$ cat src/rtl/p251_pkg.sv
// Shared GF(251) definitions for the SDitH field datapath (adder, multiplier, inverse).
package p251_pkg;

  localparam int P251  = 251;
  localparam int WIDTH = 8;

  typedef logic [WIDTH-1:0] fe_t;

endpackage

$ cat src/rtl/p251_reduce.sv
// Combinational conditional subtract: maps 0..2P-1 onto 0..P-1.
// Zero latency, no handshake; the caller guarantees x_i < 2P.
module p251_reduce #(
  parameter int P     = 251,
  parameter int WIDTH = 8
) (
  input  logic [WIDTH:0]   x_i,
  output logic [WIDTH-1:0] y_o
);

  localparam logic [WIDTH:0] PW = (WIDTH+1)'(P);

  assign y_o = (x_i >= PW) ? WIDTH'(x_i - PW) : x_i[WIDTH-1:0];

endmodule

$ cat src/rtl/p251_add_sub.sv
// Pipelined (a +/- b) mod P; o_done/out exactly 2 cycles after i_start, one op per clock, no backpressure.
// P251_ADD_SUB_OUT_ZERO_EN: when defined, out reads 0 in every cycle o_done is low.
module p251_add_sub
  import p251_pkg::*;
#(
  parameter int P     = P251,
  parameter int WIDTH = p251_pkg::WIDTH
) (
  input  logic             i_clk,
  input  logic             i_rst,
  input  logic             i_start,
  input  logic             i_add_sub,
  input  logic [WIDTH-1:0] in_1,
  input  logic [WIDTH-1:0] in_2,
  output logic [WIDTH-1:0] out,
  output logic             o_done
);

  logic [WIDTH-1:0] a_red, b_red;
  logic [WIDTH-1:0] a_q, b_q;
  logic             add_q, vld_q;
  logic [WIDTH:0]   addend, sum;
  logic [WIDTH-1:0] res;
  logic [WIDTH-1:0] out_d, out_q;
  logic             done_d, done_q;

  p251_reduce #(.P(P), .WIDTH(WIDTH)) u_red_a (.x_i({1'b0, in_1}), .y_o(a_red));
  p251_reduce #(.P(P), .WIDTH(WIDTH)) u_red_b (.x_i({1'b0, in_2}), .y_o(b_red));

  always_ff @(posedge i_clk or posedge i_rst) begin
    if (i_rst) begin
      a_q   <= '0;
      b_q   <= '0;
      add_q <= 1'b0;
      vld_q <= 1'b0;
    end else begin
      vld_q <= i_start;
      if (i_start) begin
        a_q   <= a_red;
        b_q   <= b_red;
        add_q <= i_add_sub;
      end
    end
  end

  // Subtract is a + (P - b): sum stays within 0..2P-1, so one reducer covers both ops.
  always_comb begin
    addend = add_q ? {1'b0, b_q} : ((WIDTH+1)'(P) - {1'b0, b_q});
    sum    = {1'b0, a_q} + addend;
  end

  p251_reduce #(.P(P), .WIDTH(WIDTH)) u_red_sum (.x_i(sum), .y_o(res));

  always_comb begin
    out_d  = vld_q ? res : out_q;
    done_d = vld_q;
  end

  always_ff @(posedge i_clk or posedge i_rst) begin
    if (i_rst) begin
      out_q  <= '0;
      done_q <= 1'b0;
    end else begin
      out_q  <= out_d;
      done_q <= done_d;
    end
  end

  assign o_done = done_q;

`ifdef P251_ADD_SUB_OUT_ZERO_EN
  assign out = done_q ? out_q : '0;
`else
  assign out = out_q;
`endif

endmodule

$ cat config.mk
export PLATFORM = sky130hd
export DESIGN_NAME = p251_add_sub
export DESIGN_NICKNAME = d
export VERILOG_FILES = /design/src/rtl/p251_pkg.sv /design/src/rtl/p251_reduce.sv /design/src/rtl/p251_add_sub.sv
export SDC_FILE = /design/constraint.sdc
export NUM_CORES = 1
export LEC_CHECK = 0
export BUFFER_PORTS_ARGS = -buffer_cell sky130_fd_sc_hd__buf_2
export CAP_MARGIN = 10
export CORE_UTILIZATION = 46
export CTS_CLUSTER_DIAMETER = 120
export DETAILED_ROUTE_END_ITERATION = 7
export GPL_ROUTABILITY_DRIVEN = 1
export GPL_TIMING_DRIVEN = 0
export PLACE_DENSITY = 0.71
export SLEW_MARGIN = 0
export SYNTH_ARGS = -nofsm -noshare
export SYNTH_HDL_FRONTEND = slang
export SYNTH_HIERARCHICAL = 1
export SYNTH_SLANG_ARGS = --single-unit
export TNS_END_PERCENT = 30
$ cat constraint.sdc
create_clock -name i_clk -period 3.64 [get_ports i_clk]
set_input_delay 1.092 -clock i_clk [delete_from_list [all_inputs] [get_ports i_clk]]
set_output_delay 1.092 -clock i_clk [all_outputs]
set_load 0.005 [all_outputs]
==> results of run 1 <==
## per-layer routing
metal / up-vias / wire length [um] / global-route usage (%)
met1: 943 / 2245 / 25.07
li1: 990 / - / -
met2: 32 / 2364 / 33.75
met5: - / 0 / 0
met4: 0 / 40 / 3.268
met3: 4 / 106 / 1.657
## through the flow
step / TNS, ps / setup WS, ps / util, % / cells / power [mW]
finish: 0 / 180.4 / 53.92 / 341 / 1.412
global route: -30.67 / -30.67 / 53.92 / 341 / 1.532
CTS: 0 / 9.514 / 53.61 / 342 / 1.387
detailed placement: 0 / 30.47 / 52.63 / 338 / 1.215
global placement: 0 / 46.60 / 52.63 / 338 / 1.189
floorplan: 0 / 397.4 / - / 247 / 1.028
## kinds of logic (layout without fill, tap and decap cells)
kind of cell,after synthesis,in the layout,share of synthesized area [%]
and+or+nand+nor,51,51,12.32
xor gates and xnor gates,12,12,4.580
adders and majority gates,13,13,7.415
AOI/OAI and AO/OA,84,84,25.96
buffers and inverters,30,57,6.488
other,1,2,0.1634
DFF,27,27,29.44
muxes,28,28,13.63
## synthesized netlist by cell type (2+ instances only)
cell / n / share of area (%)
ha_1: 12 / 6.5
buf_6: 3 / 1.5
a32o_1: 3 / 1.3
and4_4: 3 / 1.5
a21oi_1: 19 / 4.1
xnor2_1: 7 / 2.7
dfrtp_1: 27 / 29
a21o_1: 4 / 1.3
nor4bb_1: 3 / 1.3
a21oi_2: 3 / 1.1
mux2i_1: 2 / 0.87
nand2_1: 13 / 2.1
mux2_1: 3 / 1.5
o2111ai_1: 3 / 1.1
buf_2: 11 / 2.4
o311a_2: 3 / 1.5
o22ai_1: 3 / 0.82
inv_1: 14 / 2.3
a211o_1: 6 / 2.3
a41oi_1: 3 / 1.1
clkbuf_1: 2 / 0.33
o31ai_1: 9 / 2.9
mux2_2: 23 / 11
nand3_1: 7 / 1.5
nor2_1: 11 / 1.8
a31oi_1: 6 / 1.6
o311ai_1: 3 / 1.1
o21ai_0: 7 / 1.5
xor2_1: 5 / 1.9
nor3_1: 4 / 0.87
o21a_1: 3 / 0.98
nor3b_1: 4 / 1.3
o41ai_1: 3 / 1.1
o21ai_1: 3 / 0.65
## power by group
group	total, mW	internal, mW	switching [mW]
sequential	0.415	0.372	0.0431
combinational	0.827	0.371	0.455
clock	0.170	0.0768	0.0937
## flip-flops by register name (all words and copies together), names as in the netlist
name	count
add_q	1
o_done	1
b_q	8
out	8
a_q	8
done_d	1
## cell type report
type | count | area share [%]
repair buffers | 24 | 4.685
flip-flops and latches | 27 | 26.35
plain buffers | 15 | 3.612
inverters | 14 | 2.050
well taps | 67 | 3.270
multi-input cells | 190 | 58.22
clock buffers | 3 | 1.611
clock inverters | 1 | 0.1952
## placed cells by master (no fill, tap or decap), types with 4 or more instances in the layout
cell type,instances
a21o_1,4
nor2_1,11
nor3_1,4
xor2_1,4
nand3_1,7
buf_2,35
a21oi_1,18
nand2_1,13
o31ai_1,9
dfrtp_1,27
xnor2_1,6
ha_1,12
a31oi_1,6
nor3b_1,4
a211o_1,6
o21ai_0,7
inv_1,14
mux2_2,23
a21oi_2,4
## how the worst max path moves through the flow
stage | from | to | slack, ps | cells after the start
after global routing | add_q | out[1] | -30 | 13
after global placement | add_q | out[1] | 50 | 14
after CTS | add_q | out[1] | 10 | 14
after detailed placement | add_q | out[1] | 30 | 14
final | add_q | out[1] | 180 | 11
after floorplan | add_q | out[1] | 400 | 14
==> impl_metrics.json, run 1 <==
{
  "run_status": "complete, no violations",
  "gp_routability_congestion": 0.7900,
  "yosys_register_bits": 27,
  "routedWlPerCell_um": 13.95,
  "netlist_instances": 246,
  "clock_tree.htree_level_count": 1,
  "detailroute.via_count": 1969,
  "timing.hold.worst_path_depth": 0,
  "worst_setup_path_end_kind": "flip-flop",
  "layout.area.seq_um2": 675.6,
  "slew_headroom_pct": 31.74,
  "worst-endpoint-arrival_ps": 3630,
  "antenna_cells": 0,
  "period_needed_ps": 3460,
  "critPathRequiredTime_ps": 3810,
  "cts_root_buffer": "clkbuf_8",
  "path_buf_inv": 1,
  "min-delay-path-class": "reg -> reg",
  "insertion_delay_ps": 270,
  "grt_start_max_net_pins": 28,
  "cts-root-to-sink-buffers": 2,
  "reg2reg_depth": 11,
  "routed_via_density": 5.774,
  "die_w_um": 72.63,
  "syn_avg_cell_area_um2": 9.328,
  "timing.fmax_mhz": 289.0,
  "i_o_pins": 29,
  "layout-area-overhead-vs-synth_pct": 11.72,
  "cts_num_sinks": 27,
  "master_of_the_slowest_instance_on_the_critical_path": "dfrtp_1",
  "yosys_warnings": 6,
  "stdcell_area_mm2": 0.002564,
  "cpLargestDelayFamily": "compound AO/OA/AOI/OAI gates",
  "total_area_of_multi_input_combinational_cells_mm2": 0.001493,
  "coreArea_mm2": 0.004755,
  "placement.cell_area_mm2": 0.002502,
  "tritoncts_clock_tree": "done",
  "num_rows": 25,
  "cpPeakStageDelay_ps": 500,
  "grt_util_all_layers_pct": 18.86,
  "synth_cell_type_count": 45,
  "cts_made_buffers": 3,
  "postRouteAntennaNets": 0,
  "ff2ff_setup_slack_ps": 180,
  "sum_of_net_half_perimeters_after_detailed_placement_um": 3575,
  "max-vdd-ir-drop_mv": 0.2117,
  "first_global_vias": 1836,
  "finish.net_count": 308,
  "post-route-drc-count": 0,
  "share_of_the_clock_period_used_by_the_worst_path_pct": 95.04,
  "ctsResizeCount": 0,
  "startpoint_type": "flip-flop",
  "setup.worst_path.class": "reg -> reg",
  "synth-edff-count": 0,
  "die-height_um": 72.63,
  "die_footprint_mm2": 0.005275,
  "fin_worst_skew_ps": 3.447,
  "drt-total-wl_um": 4756,
  "firstDrtPassIters": 4,
  "post_cts_hold_buffer_count": 0,
  "maxSlewViolCount": 0,
  "ys_dominant_reg_cell": "dfrtp_1",
  "critical_path.max_fanout": 9,
  "hold_path_end": "o_done",
  "clkTransAtPathRegs_ps": 90,
  "timing.critical_path.cells": "xnor2_1 -> ha_1 -> a211oi_1 -> nor3_2 -> mux2i_1 -> a2111o_1 -> and4_4 -> buf_6 -> a211o_1 -> a32o_1 -> mux2_2",
  "hold_violations": 0,
  "fillCellCount": 467,
  "maxcap_viol_count": 0,
  "synth-async-reset-ratio_pct": 100.0,
  "post_synth_instance_area_mm2": 0.002295,
  "p_leak_nw": 1.110,
  "powerDensity_mw_per_mm2": 550.7,
  "cts.repair_timing.setup_buffer_count": 0,
  "number_of_antenna_violations_at_the_first_check_in_global_routing": 0,
  "initial_core_utilization_pct": 48.26,
  "hold_path_startpoint": "done_d",
  "synth-seq-area-share_pct": 29.44,
  "worst_r2r_endpoint": "out[1]",
  "drt-initial-drc-count": 89,
  "finalHoldWorstSlack_ps": 386.2,
  "globalRouteOverflowTotal": 0,
  "grt_first_pass_wirelength_um": 8004,
  "fraction_of_layout_instances_using_a_drive_strength_above_1_pct": 28.83,
  "rr_startpoint": "add_q",
  "io_buffers": 24,
  "tightestPinTransition_ps": 1023,
  "report.final.setup_viol": 0
}
(Power assumes the default switching activity.)
==> run 2, diff against run 1 <==
--- a/config.mk
+++ b/config.mk
@@ -7,6 +7,7 @@
 export LEC_CHECK = 0
 export BUFFER_PORTS_ARGS = -buffer_cell sky130_fd_sc_hd__buf_2
 export CAP_MARGIN = 10
+export CORE_ASPECT_RATIO = 1.1
 export CORE_UTILIZATION = 46
 export CTS_CLUSTER_DIAMETER = 120
 export DETAILED_ROUTE_END_ITERATION = 7
==> impl_metrics.json, run 2 (same netlist as run 1, synthesis figures left out) <==
{
  "first_global_vias": 1746,
  "hold_violations": 0,
  "period_needed_ps": 3394,
  "grt_start_max_net_pins": 28,
  "combinationalPowerShare_pct": 57.7,
  "grt_util_all_layers_pct": 17.45,
  "tritoncts_clock_tree": "done",
  "maxcap_viol_count": 0,
  "cts_num_sinks": 27,
  "total_area_of_multi_input_combinational_cells_mm2": 0.001489,
  "setup.worst_path.class": "reg -> reg",
  "cell_internal_pwr_mw": 0.8165,
  "sum_of_net_half_perimeters_after_detailed_placement_um": 3416,
  "routed_via_density": 5.845,
  "critPathRequiredTime_ps": 3810,
  "postRouteAntennaNets": 0,
  "rsz0062_at_grt": "no",
  "max-vdd-ir-drop_mv": 0.1667,
  "die-height_um": 76.08,
  "worst_r2r_endpoint": "out[1]",
  "i_o_pins": 29,
  "netSwitchingFraction_pct": 41.12,
  "timing.fmax_mhz": 294.6,
  "initial_core_utilization_pct": 48.65,
  "number_of_antenna_violations_at_the_first_check_in_global_routing": 0,
  "slew_headroom_pct": 33.68,
  "finish.net_count": 308,
  "timing.hold.worst_path_depth": 0,
  "power_switching_mw": 0.5703,
  "tightestPinTransition_ps": 993.8,
  "cts_root_buffer": "clkbuf_8",
  "post-route-drc-count": 0,
  "fraction_of_layout_instances_using_a_drive_strength_above_1_pct": 28.47,
  "die_w_um": 69.34,
  "most_used_cells_in_the_layout_excluding_fill_and_tap_cells": "buf_2, dfrtp_1, mux2_2, a21oi_1, inv_1",
  "grt_first_pass_wirelength_um": 7686,
  "globalRouteOverflowTotal": 0,
  "drt-total-wl_um": 4406,
  "detailroute.via_count": 1929,
  "drt-initial-drc-count": 134,
  "worst_setup_path_end_kind": "flip-flop",
  "maxSlewViolCount": 0,
  "insertion_delay_ps": 270,
  "totalNegativeSetupSlack_ps": 0,
  "fillCellCount": 425,
  "antenna_cells": 0,
  "ff2ff_setup_slack_ps": 250,
  "run_status": "complete, no violations",
  "most_frequent_standard_cell_in_the_layout_excluding_fill_and_tap_cells": "buf_2",
  "critical_path.max_fanout": 9,
  "share_of_total_power_in_the_clock_network_pct": 12.4,
  "reg2reg_depth": 11,
  "startpoint_type": "flip-flop",
  "fin_worst_skew_ps": 4.894,
  "hold_path_startpoint": "done_d",
  "num_rows": 26,
  "min-delay-path-class": "reg -> reg",
  "share_seq_of_total_power_pct": 29.8,
  "clkTransAtPathRegs_ps": 90,
  "p_leak_nw": 1.114,
  "layout-area-overhead-vs-synth_pct": 10.96,
  "cts-root-to-sink-buffers": 2,
  "die_footprint_mm2": 0.005275,
  "hold_path_end": "o_done",
  "report.final.setup_viol": 0,
  "cts_made_buffers": 3,
  "powerDensity_mw_per_mm2": 544.6,
  "layout.area.seq_um2": 675.6,
  "io_buffers": 24,
  "clock_tree.htree_level_count": 1,
  "worst-endpoint-arrival_ps": 3560,
  "rr_startpoint": "add_q",
  "post-layout-total-power_mw": 1.387,
  "firstDrtPassIters": 4,
  "coreArea_mm2": 0.004717,
  "gp_routability_congestion": 0.7870,
  "routedWlPerCell_um": 13.35,
  "share_of_the_clock_period_used_by_the_worst_path_pct": 93.25
}
run 2: cell types whose count changed in the layout (fill, tap and decap cells not counted):
cell / before / now
xnor2_2: 1 / 2
xor2_1: 4 / 5
xnor2_1: 6 / 5
a21oi_1: 18 / 19
xor2_2: 1 / 0
a21oi_2: 4 / 3
run 2: area by class of cell:
class	instances	share of cell area [%]
buffer	15	3.636
clock buffer	3	1.622
clock inverter	1	0.1966
inverter	14	2.064
multi-input combinational	190	58.48
sequential	27	26.54
tap	56	2.752
timing repair buffer	24	4.717
run 2: repair_timing:
item	in CTS	in global routing
setup endpoints to repair	0	5
gates resized for setup	0	2
hold buffers	0	0
setup buffers	0	0
run 2: how the worst max path moves through the flow:
stage / from / cells after the start / endpoint
floorplan: add_q / 14 / out[1]
global placement: add_q / 14 / out[1]
detailed placement: add_q / 14 / out[1]
CTS: add_q / 14 / out[1]
global route: add_q / 13 / out[1]
finish: add_q / 11 / out[1]
run 2: power by group through the flow:
stage | Combinational (mW) | Sequential [mW] | Clock [mW]
floorplan | 0.611 | 0.417 | 0
global placement | 0.774 | 0.415 | 0
detailed placement | 0.791 | 0.418 | 0
CTS | 0.793 | 0.412 | 0.179
global route | 0.901 | 0.427 | 0.188
finish | 0.801 | 0.414 | 0.172
run 2: through the flow:
| stage | utilization [%] | hold slack, ps | instance area [um2] | cells | setup slack [ps] |
|---|---|---|---|---|---|
| floorplan | - | 351.9 | 2298 | 247 | 397.4 |
| global placement | 52.76 | 363.9 | 2489 | 327 | 59.24 |
| detailed placement | 52.76 | 373.4 | 2489 | 327 | 79.22 |
| CTS | 53.74 | 397.7 | 2535 | 331 | 50.54 |
| global route | 53.98 | 416.1 | 2546 | 330 | 46.16 |
| finish | 53.98 | 396.1 | 2546 | 330 | 245.6 |
run 2: metal layers:
| layer | track usage [%] | vias up | share of wire, % |
|---|---|---|---|
| li1 | - | 993 | - |
| met1 | 22.61 | 901 | 47 |
| met2 | 30.78 | 30 | 49 |
| met3 | 1.587 | 5 | 1.8 |
| met4 | 4.898 | 0 | 1.3 |
| met5 | 0 | - | 0 |
run 2: critical path: stages, from the launching register on:
cell and delay [ps]:
dfrtp_1 510, xnor2_1 310, ha_1 300, a211oi_1 380
nor3_2 100, mux2i_1 130, a2111o_1 470, and4_4 220
buf_6 120, a211o_1 280, a32o_1 190, mux2_2 260
